[src/rtl/cpu_pkg.sv]
// Shared definitions for the 16-bit pipeline: word width, special encodings and fetch FSM states.
package cpu_pkg;
    localparam int unsigned WORD_W = 16;
    localparam logic [3:0] OP_HALT = 4'b0001;
    localparam logic [WORD_W-1:0] NOP_INST = 16'h0000;
    localparam logic [WORD_W-1:0] RESET_PC = 16'h0000;

    typedef logic [WORD_W-1:0] word_t;

    typedef enum logic [1:0] {
        FETCH  = 2'd0,
        WAIT   = 2'd1,
        DROP   = 2'd2,
        HALTED = 2'd3
    } fetch_state_t;

    typedef struct packed {
        word_t pc;
        word_t inst;
    } fetch_entry_t;
endpackage

[src/rtl/fetch_skid.sv]
// One-entry skid buffer holding a fetched word that could not enter IF/ID.
module fetch_skid
    import cpu_pkg::*;
(
    input  logic         clk,
    input  logic         rst,
    input  logic         load,
    input  logic         drain,
    input  logic         flush,
    input  fetch_entry_t din,
    output logic         valid,
    output fetch_entry_t dout
);

    // Flush beats load; a load in the same cycle as a drain refills the entry.
    always_ff @(posedge clk) begin
        if (rst) begin
            valid <= 1'b0;
            dout  <= '0;
        end else if (flush) begin
            valid <= 1'b0;
        end else if (load) begin
            valid <= 1'b1;
            dout  <= din;
        end else if (drain) begin
            valid <= 1'b0;
        end
    end

endmodule

[src/rtl/fetch_stage.sv]
// Instruction fetch: PC, single-outstanding imem requests, skid buffer, IF/ID register.
module fetch_stage
    import cpu_pkg::*;
(
    input  logic              clk,
    input  logic              rst,
    input  logic              stall,
    input  logic              redirect,
    input  logic [WORD_W-1:0] redirect_pc,
    output logic              imem_req,
    output logic [WORD_W-1:0] imem_addr,
    input  logic              imem_rvalid,
    input  logic [WORD_W-1:0] imem_rdata,
    output logic [WORD_W-1:0] if_pc,
    output logic [WORD_W-1:0] if_pc_plus1,
    output logic [WORD_W-1:0] if_inst,
    output logic              if_valid,
    output logic              halted
);

    fetch_state_t state_q, state_d;
    word_t        pc_q;
    word_t        req_pc_q;
    logic         resp;
    logic         resp_halt;
    logic         issue;
    logic         skid_load;
    logic         skid_drain;
    logic         buf_valid;
    fetch_entry_t buf_entry;
    fetch_entry_t resp_entry;

    always_ff @(posedge clk) begin
        if (rst) begin
            state_q <= FETCH;
        end else begin
            state_q <= state_d;
        end
    end

    // Next state and per-cycle strobes.
    always_comb begin
        state_d    = state_q;
        resp       = (state_q == WAIT) && imem_rvalid;
        resp_halt  = resp && (imem_rdata[15:12] == OP_HALT);
        issue      = ((state_q == FETCH) || resp) && !stall && !buf_valid
                     && !redirect && !rst && !resp_halt;
        skid_load  = resp && !redirect && (stall || buf_valid);
        skid_drain = buf_valid && !stall && !redirect;
        resp_entry = '{pc: req_pc_q, inst: imem_rdata};
        imem_req   = issue;
        imem_addr  = issue ? pc_q : '0;
        halted     = (state_q == HALTED);

        if (redirect) begin
            case (state_q)
                WAIT:    state_d = imem_rvalid ? FETCH : DROP;
                DROP:    state_d = imem_rvalid ? FETCH : DROP;
                default: state_d = FETCH;
            endcase
        end else begin
            case (state_q)
                FETCH:   if (issue) state_d = WAIT;
                WAIT:    if (imem_rvalid) state_d = resp_halt ? HALTED : (issue ? WAIT : FETCH);
                DROP:    if (imem_rvalid) state_d = FETCH;
                HALTED:  state_d = HALTED;
                default: state_d = FETCH;
            endcase
        end
    end

    fetch_skid u_skid (
        .clk   (clk),
        .rst   (rst),
        .load  (skid_load),
        .drain (skid_drain),
        .flush (redirect),
        .din   (resp_entry),
        .valid (buf_valid),
        .dout  (buf_entry)
    );

    // PC, request tag and IF/ID register; redirect overrides stall.
    always_ff @(posedge clk) begin
        if (rst) begin
            pc_q        <= RESET_PC;
            req_pc_q    <= '0;
            if_pc       <= '0;
            if_pc_plus1 <= '0;
            if_inst     <= NOP_INST;
            if_valid    <= 1'b0;
        end else begin
            if (redirect) begin
                pc_q <= redirect_pc;
            end else if (issue) begin
                pc_q     <= word_t'(pc_q + 16'd1);
                req_pc_q <= pc_q;
            end

            if (redirect) begin
                if_inst  <= NOP_INST;
                if_valid <= 1'b0;
            end else if (!stall) begin
                if (buf_valid) begin
                    if_pc       <= buf_entry.pc;
                    if_pc_plus1 <= word_t'(buf_entry.pc + 16'd1);
                    if_inst     <= buf_entry.inst;
                    if_valid    <= 1'b1;
                end else if (resp) begin
                    if_pc       <= req_pc_q;
                    if_pc_plus1 <= word_t'(req_pc_q + 16'd1);
                    if_inst     <= imem_rdata;
                    if_valid    <= 1'b1;
                end else begin
                    if_inst  <= NOP_INST;
                    if_valid <= 1'b0;
                end
            end
        end
    end

endmodule

[config.mk]
export PLATFORM = sky130hd
export DESIGN_NAME = fetch_stage
export DESIGN_NICKNAME = d
export VERILOG_FILES = /design/src/rtl/cpu_pkg.sv /design/src/rtl/fetch_skid.sv /design/src/rtl/fetch_stage.sv
export SDC_FILE = /design/constraint.sdc
export NUM_CORES = 1
export LEC_CHECK = 0
export ABC_CLOCK_PERIOD_IN_PS = 2900
export CAP_MARGIN = 30
export CORE_ASPECT_RATIO = 1.4
export CORE_MARGIN = 3
export CORE_UTILIZATION = 47
export DETAILED_ROUTE_END_ITERATION = 10
export GPL_ROUTABILITY_DRIVEN = 0
export MAX_ROUTING_LAYER = met4
export PLACE_DENSITY = 0.8
export REMOVE_ABC_BUFFERS = 1
export SLEW_MARGIN = 25
export SYNTH_ARGS = -nofsm -noshare
export SYNTH_HDL_FRONTEND = slang
export SYNTH_SLANG_ARGS = --single-unit
[constraint.sdc]
create_clock -name clk -period 2.9 [get_ports clk]
set_clock_uncertainty 0.15 [all_clocks]
set_input_delay 0.58 -clock clk [delete_from_list [all_inputs] [get_ports clk]]
set_output_delay 0.58 -clock clk [all_outputs]
set_load 0.005 [all_outputs]
== Word-level counts from Yosys, hierarchy flattened ==
Cells that the tools add are included.
Cells by class
  reductions and logical operators: 28
  bitwise operators: 2
  equality and inequality tests: 7
  add/sub/neg operators: 3
  mux-type cells: 22
Operators by type and width (number)
  $mux 16: 9
  $add 16x1->16 const B: 3
  $mux 2: 7
  $logic_and 1x1->1: 11
  $ne 3x3->1 const B: 3
  $pmux 2 s4: 1
  $reduce_and 3->1: 2
  $reduce_bool 2->1: 3
  $logic_not 1->1: 5
  $mux 1: 5
  $eq 2x2->1 const B: 2
  $eq 4x1->1 const B: 1
  $reduce_and 2->1: 2
  $reduce_or 2->1: 2
  $eq 2x1->1 const B: 1
  $logic_not 2->1: 1
  $logic_or 1x1->1: 2
  $not 1->1: 2
Word-level totals
  register bits after elaboration: 116
  input bits: 37
  output and inout port bits: 67
  logic and storage cells: 72

== Logic depth before layout (Yosys ltp) ==
Gate-level depths: netlist of the first run.
  depth in word-level cells: 13
  gate-level depth with buffers: 12
  depth with buffers taken out: 10

== Cells and area by module ==
Synthesis of the first run repeated with hierarchy kept, for this count alone.
Unflattened totals
  cell total of the unflattened synthesis: 668
  area total of the unflattened synthesis: 5741.8 µm²
Modules (own cells, without submodules)
  fetch_stage: area an instance 4241.6 µm², times used 1, sequential area each 1661.6 µm², cells an instance 519
  fetch_skid: area an instance 1500.2 µm², times used 1, sequential area each 660.6 µm², cells an instance 149

== Worst setup path after synthesis of the first run ==
No wires, ideal clock.
  path type: reg2reg
  from: register u_skid.valid
  to: register if_pc_plus1[14]
  setup time: 122 ps
  arrival: 2475 ps
  buffers on the path: 4
  period minus slack after synthesis: 2747 ps
  setup slack: 153 ps
  cell stages (with the launch flop): 12
  data required time: 2628 ps
  cells stage by stage: dfxtp_1 > buf_2 > buf_2 > buf_2 > mux2_2 > ha_1 > inv_1 > a211oi_1 > and2_1 > clkbuf_1 > a2111oi_0 > a311o_1
On the way
  longest elaborated chain between the ends: 2
  elaborated cells on any way between the ends: 3
  classes of those cells: mux (1); reduce/logical (2)
Ends and longest elaborated chain
  start: declaration: RTL line fetch_skid.sv:11  | output logic valid,
  start signal: assignment: RTL line fetch_skid.sv:18  | valid <= 1'b0;
  start signal: assignment: RTL line fetch_skid.sv:21  | valid <= 1'b0;
  start signal: assignment: RTL line fetch_skid.sv:23  | valid <= 1'b1;
  $reduce_bool 2->1 (no source line)
  $reduce_and 3->1 (no source line)
  end signal: assignment: RTL line fetch_stage.sv:106  | if_pc_plus1 <= word_t'(buf_entry.pc + 16'd1);
  end signal: assignment: RTL line fetch_stage.sv:111  | if_pc_plus1 <= word_t'(req_pc_q + 16'd1);
  end: declaration: RTL line fetch_stage.sv:15  | output logic [WORD_W-1:0] if_pc_plus1,
Parallel ways exist; a longest one is shown, timed or not.
A chain may end at the register's enable or synchronous reset.

== Worst setup path in the final report of the first run ==
  from: input redirect
  to: output imem_addr[14]
On the way
  longest elaborated chain between the ends: 5
Ends and longest elaborated chain
  start: declaration: RTL line fetch_stage.sv:8  | input logic redirect,
  $logic_not 1->1: RTL line fetch_stage.sv:47  | && !redirect && !rst && !resp_halt;
  $logic_and 1x1->1 (3 in a row): RTL line fetch_stage.sv:47
  $mux 16: RTL line fetch_stage.sv:52  | imem_addr = issue ? pc_q : '0;
  end: declaration: RTL line fetch_stage.sv:11  | output logic [WORD_W-1:0] imem_addr,
No other way between the ends.

==> metrics, run 1 <==
die span in x 95.6 microns; Reg2Reg Setup Slack 0.31 ns; global route overflow 0; drt pass-1 iters 5; total track usage 0.270; Diodes inserted 0; CTS tree built; fin nets 835; register area share after synthesis 0.440; CP required 2.17 ns; Total Die Area 12600 sq um; Detail Placement HPWL 10500 microns; later-pin clock latency in the skew report 0.41 ns; most numerous cell in the Yosys netlist nand2_1; fillcell total 871; Async S/R FF share, synth 0; Hold Crit Class register to register; crit-path max FO 10; hold slack final 0.297 ns; chip height 131 microns; first-pass GRT wire length 26000 microns; H-Tree Depth 4; worst hold stages 2; CTS Hold Buffers Added 0; PwrDens 547 nW/um^2; Crit Reg-Reg Endpoint if_pc_plus1[14]$_SDFFE_PP0P_; Yosys top cell by area dfxtp_1; Layout area overhead 40.1%; vias after detailed routing 5517; drt drc 0; status finished with violations; antenna-violating nets left 0; Least-Margin Pin Slew 0.702 ns; r2r startpoint u_skid.valid$_SDFFE_PP0P_; Primary FF master, synth dfxtp_1; CP Capture Type primary output; Max-Cap Viols 0; kind of critical path input pin to primary output; final worst-path cycle share 1.01; crit path time final 2.94 ns; fmax 340 MHz; LEAKAGE 2.66 nW; worst-case hold path end point if_pc_plus1[6]$_SDFFE_PP0P_; failing checks negative setup slack; CP max stage delay 0.28 ns; Final Hold Viols 0; clock buffer depth 2; antenna violations before repair 0; crit-path cells dlygate4sd2_1, or2_4, nor4_4, nand2_2, inv_2, buf_4, buf_12, nand2_2, inv_2, clkdlybuf4s15_2; hold path start if_pc_plus1[6]$_SDFFE_PP0P_; syn avg cell area 7.99 sq um; Reg clk slew, reported paths 0.06 ns; Worst setup SP type input pin; top cells by area, synth dfxtp_1, nand2_1, a21oi_1, nor2_1, a222oi_1; Avg Vias per Cell 5.84; Synth top area share 0.440; core area 10900 sq um; maximum vdd drop 0.000424 V; Synth top cells by count nand2_1, dfxtp_1, a21oi_1; Worst Reg-to-Reg Cells 9; final worst slack -0.0431 ns; vias in the first global route 5411; number of library cell types mapped by synthesis 53; port bufs 103; final setup fails 1; Ports 104; Mapped Area 5280 sq um; Rows 45; Post-Syn Instances 661; crit path DAT 2.21 ns; Initial DRC Count 455; synth warn 0; Slew headroom 0.532; unrepaired setup endpoints after global routing true; initial core utilization 0.483; Routed WL 16300 microns; routed length per placed instance 17.2 microns; Seq cells post-synth 116; share of post-route cells with drive strength above 1 0.168; TritonCTS buffer count 17; TritonCTS Sinks 116; number of flops mapped to enable cells by yosys 0; root buf cell clkbuf_16; Worst path slowest cell nor4_4; Worst Setup Slack post-DPL -0.389 ns; largest net degree at the start of global routing 61; max-slew violation count 0
==> cell usage in the layout (no fill, tap or decap), types with 4 or more instances in the layout <==
cell and instances:
nand2_1 144, dfxtp_1 113, clkdlybuf4s50_1 78, a21oi_1 75, buf_4 53, nor2_1 47, inv_1 18, clkbuf_16 17
nand3_1 16, a211oi_1 14, a222oi_1 14, mux2i_1 13, nand3b_1 11, nand4_1 10, nor3_1 10, dlygate4sd2_1 10
o21ai_0 9, o21ai_1 9, a31oi_1 9, nand2_2 8, clkbuf_2 8, or3_1 6, xnor2_1 6, inv_2 5
ha_1 5, clkinvlp_4 5, mux2_2 4, mux2_1 4, nand4b_1 4, nor3b_1 4, a22oi_1 4, a221oi_1 4
clkinv_4 4, buf_12 4
==> timing repair <==
item | CTS | global route
endpoints found under the setup margin | 17 | 17
pin swaps | 7 | 2
setup buffers | 11 | 1
cloned | 1 | 0
gates resized for setup | 53 | 26
==> worst max path at each step <==
stage | cells after the start | from | endpoint
2_1_floorplan | 4 | u_skid.valid$_SDFFE_PP0P_ | if_pc_plus1[8]$_SDFFE_PP0P_
3_3_place_gp | 9 | redirect | imem_addr[14]
3_5_place_dp | 9 | redirect | imem_addr[14]
4_1_cts | 10 | imem_rdata[13] | imem_req
5_1_grt | 10 | redirect | imem_addr[14]
6_report | 10 | redirect | imem_addr[14]
==> where the power goes <==
part	total (mW)	internal (mW)	leakage, nW	switching, mW
combinational	0.299	0.142	1.45	0.157
clock	2.09	1.32	0.278	0.770
sequential	1.66	1.62	0.940	0.0350
==> flip-flops by register name (all words and copies together), names as in the netlist <==
name	flops
if_inst	16
if_pc	16
if_pc_plus1	16
if_valid	1
pc_q	16
req_pc_q	16
state_q	2
u_skid.dout	32
u_skid.valid	1
==> worst max-delay path, delay by kind of cell <==
kind / cells / cell delay [ns]
buf+inv: 6 / 0.89
simple gates: 4 / 0.74
==> cell type report <==
class	instances	area, sq um	area share
clock buffer	19	453	0.0612
clock inverter	13	150	0.0203
inverter	25	98.8	0.0134
multi-input combinational	472	2740	0.371
sequential	116	2330	0.315
tap	141	176	0.0238
timing repair buffer	159	1450	0.196
==> through the flow <==
stage	util	instance area [sq um]	total power [mW]	instances	setup TNS, ns
final	0.677	7400	4.04	945	-0.0431
after CTS	0.682	7440	4.06	946	0
after floorplan	-	5070	1.78	613	-55.14
after detailed placement	0.611	6670	1.96	903	-5.88
after global routing	0.677	7400	4.17	945	-0.0845
after global placement	0.610	6670	1.95	902	-5.03
==> logic make-up after synthesis <==
kind of cell             synth area share
buffers and inverters              0.0576
XOR/XNOR                           0.0133
adder cells (fa/ha/maj)            0.0166
flip-flops                          0.440
AO/OA/AOI/OAI                       0.189
AND/OR/NAND/NOR                     0.242
multiplexers                       0.0417
==> per-layer routing <==
metal / part of all wire / up-vias / global-route usage / routed length (microns)
met5: 0 / - / - / 0
met4: 0.045 / 0 / 0.171 / 731
met3: 0.064 / 60 / 0.0493 / 1040
met2: 0.53 / 257 / 0.448 / 8580
met1: 0.36 / 2609 / 0.287 / 5900
li1: - / 2591 / - / -
Power figures use the tool's default switching activity.
==> run 2: changes to the inputs <==
--- a/config.mk
+++ b/config.mk
@@ -19,3 +19,4 @@
 export SYNTH_ARGS = -nofsm -noshare
 export SYNTH_HDL_FRONTEND = slang
 export SYNTH_SLANG_ARGS = --single-unit
+export TNS_END_PERCENT = 5
==> metrics, run 2 (same netlist as run 1, synthesis figures left out) <==
clock buffer depth 2; H-Tree Depth 4; final worst slack -0.0499 ns; Initial DRC Count 481; max-slew violation count 0; total track usage 0.270; crit-path cells dlygate4sd2_1, or2_4, nor4_4, nand2_2, inv_2, buf_4, buf_12, nand2_2, inv_2, clkdlybuf4s15_2; Clk pwr share 0.516; Buf/Inv on CP 6; Placed Area 6670 sq um; die span in x 95.6 microns; crit path time final 2.95 ns; fin nets 836; Finished Cell Area 7390 sq um; vias after detailed routing 5551; status finished with violations; Worst setup SP type input pin; global route overflow 0; commonest cells after routing, fill and taps aside nand2_1, dfxtp_1, clkdlybuf4s50_1, a21oi_1, buf_4; drt pass-1 iters 6; most common cell after layout, fill and taps aside nand2_1; drt drc 0; initial core utilization 0.483; final setup fails 1; largest net degree at the start of global routing 61; Gate power share 0.075; LEAKAGE 2.66 nW; failing checks negative setup slack; Avg Vias per Cell 5.87; fmax 339 MHz; chip height 131 microns; Hold Crit Class register to register; antenna-violating nets left 0; Ports 104; CP Capture Type primary output; CTS tree built; hold path start if_pc_plus1[6]$_SDFFE_PP0P_; CP required 2.17 ns; Non-Filler Instances 946; register with the most flip-flops u_skid.dout; switch share 0.238; routed length per placed instance 17.2 microns; sequential power share 0.409; Inst Count DP 903; Reg clk slew, reported paths 0.06 ns; CP max stage delay 0.28 ns; Largest delay share family, worst path buffers and inverters; r2r startpoint u_skid.valid$_SDFFE_PP0P_; Rows 45; Final Hold Viols 0; maximum vdd drop 0.000426 V; Worst Setup SP redirect; later-pin clock latency in the skew report 0.41 ns; Layout area overhead 40.0%; Max-Cap Viols 0; total power 4.05 mW; TritonCTS buffer count 17; Total Die Area 12600 sq um; share of post-route cells with drive strength above 1 0.179; net switching power 966 uW; Worst path slowest cell nor4_4; first-pass GRT wire length 26000 microns; Least-Margin Pin Slew 0.695 ns; final worst-path cycle share 1.02; Routed WL 16300 microns; port bufs 103; Diodes inserted 0; unrepaired setup endpoints after global routing true; core area 10900 sq um; Detail Placement HPWL 10500 microns; vias in the first global route 5411; max FFs per register 32; TritonCTS Sinks 116; PwrDens 548 nW/um^2; crit-path max FO 10; root buf cell clkbuf_16; antenna violations before repair 0; Slew headroom 0.537; kind of critical path input pin to primary output; crit path DAT 2.22 ns; Cell Int Power 3.08 mW
run 2: changes by cell type in the layout (fill, tap and decap cells not counted):
cell / previous run / this run
buf_12: 4 / 5
clkdlybuf4s15_1: 3 / 1
clkbuf_2: 8 / 15
dlygate4sd2_1: 10 / 5
nand2_2: 8 / 9
nand2_1: 144 / 143
run 2: timing repair:
| action | in CTS | in global routing |
|---|---|---|
| pin swaps | 7 | 2 |
| hold buffers | 0 | 0 |
| setup endpoints to repair | 17 | 17 |
| cloned | 1 | 0 |
| gates resized for setup | 53 | 39 |
| setup buffers | 11 | 1 |
| endpoints found under the hold margin | 0 | 0 |
run 2: layout make-up:
cell class	count	area [sq um]
multi-input cells	472	2750
flip-flops and latches	116	2330
clock inverters	13	150
repair buffers	160	1440
clock buffers	19	453
fillers	874	3530
well taps	141	176
inverters	25	98.8
run 2: worst reg2reg max path: cells and delay by family (launching register included):
kind	cells	cell delay, ns
and+or+nand+nor	1	0.23
adders and majority gates	1	0.26
DFF	1	0.57
buffers and inverters	3	0.32
AOI/OAI and AO/OA	3	0.61
muxes	1	0.37
run 2: metrics by stage:
step	util	hold WS (ns)	worst slack [ns]	setup TNS, ns
floorplan	-	0.280	-1.29	-55.14
finish	0.677	0.297	-0.0499	-0.0499
detailed placement	0.611	0.295	-0.389	-5.88
global route	0.677	0.325	-0.0822	-0.0822
global placement	0.610	0.290	-0.325	-5.03
CTS	0.682	0.303	0.00383	0
run 2: metal layers:
| layer | share of wire | track usage | up-vias |
|---|---|---|---|
| li1 | - | - | 2599 |
| met1 | 0.37 | 0.287 | 2605 |
| met2 | 0.52 | 0.448 | 287 |
| met3 | 0.065 | 0.0493 | 60 |
| met4 | 0.044 | 0.171 | 0 |
| met5 | 0 | - | - |
run 2: final timing paths:
| kind | endpoint | slack, ns | cells after the start |
|---|---|---|---|
| setup / recovery | imem_addr[14] | -0.05 | 10 |
| setup reg to reg | if_pc_plus1[14]$_SDFFE_PP0P_ | 0.32 | 9 |
| hold / removal | if_pc_plus1[6]$_SDFFE_PP0P_ | 0.30 | 2 |
| hold reg to reg | if_pc_plus1[6]$_SDFFE_PP0P_ | 0.30 | 2 |
run 2: power groups by stage:
stage                     clock [mW]  combinational (mW)  sequential (mW)
after floorplan                    0              0.0997             1.68
after global placement             0               0.262             1.69
after detailed placement           0               0.271             1.69
after CTS                       2.10               0.297             1.65
after global routing            2.19               0.321             1.66
final                           2.09               0.302             1.66
==> run 3: changes to the inputs <==
--- a/config.mk
+++ b/config.mk
@@ -5,6 +5,7 @@
 export SDC_FILE = /design/constraint.sdc
 export NUM_CORES = 1
 export LEC_CHECK = 0
+export ABC_AREA = 1
 export ABC_CLOCK_PERIOD_IN_PS = 2900
 export CAP_MARGIN = 30
 export CORE_ASPECT_RATIO = 1.4
@@ -13,7 +14,7 @@
 export DETAILED_ROUTE_END_ITERATION = 10
 export GPL_ROUTABILITY_DRIVEN = 0
 export MAX_ROUTING_LAYER = met4
-export PLACE_DENSITY = 0.8
+export PLACE_DENSITY = 0.79
 export REMOVE_ABC_BUFFERS = 1
 export SLEW_MARGIN = 25
 export SYNTH_ARGS = -nofsm -noshare
==> metrics, run 3 <==
clock buffer depth 2; crit-path most repeated cell nand2_2; Total Die Area 13400 sq um; antenna-violating nets left 0; total track usage 0.227; Yosys top cell by area dfxtp_1; LEAKAGE 3.21 nW; CP max stage delay 0.49 ns; Synth top cells by count nand2_1, nor2_1, dfxtp_1; Finished Cell Area 7750 sq um; drt pass-1 iters 5; CTS tree built; Post-Synth XOR/XNOR Area 0.00775; CTS Hold Buffers Added 0; top cells by area, synth dfxtp_1, nand2_1, nor2_1, o21ai_0, inv_1; vias after detailed routing 5497; M2 GR Usage 0.392; crit path time final 3.07 ns; failing checks negative setup slack; root buf cell clkbuf_16; antenna violations before repair 0; Hold Crit Class register to register; busiest grt layer met2; TritonCTS buffer count 17; Worst Setup SP imem_rvalid; Avg Vias per Cell 5.07; Placed Area 6970 sq um; Worst path slowest cell clkdlybuf4s50_1; final core occ 0.673; register with the most flip-flops u_skid.dout; Synth Area in Simple Gates 0.296; Synth top area share 0.411; complex-gate fraction of the synthesized area 0.169; largest net degree at the start of global routing 50; kind of critical path input pin to primary output; Routed WL 14400 microns; max-slew violation count 0; Final Hold Viols 0; proportion of synthesized area in mux cells 0.00177; Detail Placement HPWL 9760 microns; Async S/R FF share, synth 0; register area share after synthesis 0.411; crit-path max FO 12; vias in the first global route 5147; die span in x 98.6 microns; Worst setup SP type input pin; syn avg cell area 7.06 sq um; share of post-route cells with drive strength above 1 0.134; fillcell total 949; number of library cell types mapped by synthesis 41; final setup fails 1; r2r startpoint u_skid.valid$_SDFFE_PP0P_; Post-Syn Instances 800; CP required 2.17 ns; M1 GR Usage 0.261; M3 GR Usage 0.0489; Seq cells post-synth 116; first-pass GRT wire length 24100 microns; crit-path cells clkdlybuf4s50_1, nand2_2, nand2_2, inv_1, nor2_1, nand2_2, buf_12, clkinv_4, nand2_1, inv_1, clkdlybuf4s50_1; Mapped Area 5650 sq um; Layout area overhead 37.2%; Slew headroom 0.660; Diodes inserted 0; most numerous cell in the Yosys netlist nand2_1; most common cell after layout, fill and taps aside nand2_1; final worst slack -0.172 ns; fmax 326 MHz; maximum vdd drop 0.000468 V; initial core utilization 0.491; Least-Margin Pin Slew 0.509 ns; routed length per placed instance 13.3 microns; synth warn 0; PwrDens 591 nW/um^2; core area 11500 sq um; fin nets 971; drt drc 0; main combinational cell family by area after synthesis simple AND/OR/NAND/NOR gates; H-Tree Depth 4; Initial DRC Count 294; Reg clk slew, reported paths 0.06 ns; Primary FF master, synth dfxtp_1; unrepaired setup endpoints after global routing true; port bufs 103; Ports 104; later-pin clock latency in the skew report 0.41 ns; TritonCTS Sinks 116; Max-Cap Viols 0; max FFs per register 32; number of flops mapped to enable cells by yosys 0; hold path start u_skid.dout[9]$_SDFFE_PP0P_; chip height 136 microns; status finished with violations; crit path DAT 2.34 ns; commonest cells after routing, fill and taps aside nand2_1, nor2_1, dfxtp_1, clkdlybuf4s50_1, inv_1; global route overflow 0; final worst-path cycle share 1.06; CP Capture Type primary output; Synth Area in Adders 0.0155; Rows 46
## run 3: final cells by class
cell class              count  area (sq um)  area share
inverters                  85           327      0.0421
repair buffers            148          1440       0.186
multi-input cells         559          2800       0.361
clock inverters            13           229      0.0295
clock buffers              19           453      0.0585
flip-flops and latches    116          2320       0.300
well taps                 144           180      0.0233
## run 3: what timing repair did
item                       4_1_cts  5_1_grt
pin swaps                        0        2
setup buffers                    0        5
gates cloned                     1        0
resized for setup               20       10
setup endpoints to repair       17        7
## run 3: path summary, 6_finish.rpt
kind,end,slack [ns],depth (start not counted)
worst max-delay path,imem_addr[2],-0.17,11
worst min-delay path,u_skid.dout[9]$_SDFFE_PP0P_,0.30,2
worst max register to register,if_pc_plus1[10]$_SDFFE_PP0P_,0.57,11
worst min register to register,u_skid.dout[9]$_SDFFE_PP0P_,0.30,2
## run 3: worst max-delay path: cells and delay by family
family	cells	cell delay, ns
buffers and inverters	6	1.31
and+or+nand+nor	5	0.43
## run 3: cells by family (layout without fill, tap and decap cells)
| group | after synthesis | in the layout |
|---|---|---|
| mux | 1 | 1 |
| xor+xnor | 5 | 5 |
| flops | 116 | 116 |
| simple gates | 386 | 386 |
| buf+inv | 125 | 265 |
| compound gates | 160 | 160 |
| fa+ha+maj | 7 | 7 |
## run 3: where the power goes
| part | switching [mW] | total (mW) | internal (mW) |
|---|---|---|---|
| clock network | 0.747 | 2.40 | 1.65 |
| logic | 0.262 | 0.481 | 0.219 |
| registers | 0.0401 | 1.70 | 1.66 |
## run 3: metrics by stage
step	TNS [ns]	hold WS [ns]	instances	power, mW	setup slack (ns)
2_1_floorplan	-6.30	0.282	760	1.95	-0.544
3_3_place_gp	-2.76	0.289	1046	2.17	-0.231
3_5_place_dp	-3.04	0.294	1046	2.18	-0.253
4_1_cts	-1.01	0.303	1079	4.60	-0.227
5_1_grt	-0.281	0.335	1084	4.74	-0.268
6_report	-0.172	0.300	1084	4.58	-0.172
## run 3: layer usage
metal	routed length, microns	part of all wire
met2	7450	0.52
met4	233	0.016
met3	707	0.049
met5	0	0
met1	6050	0.42
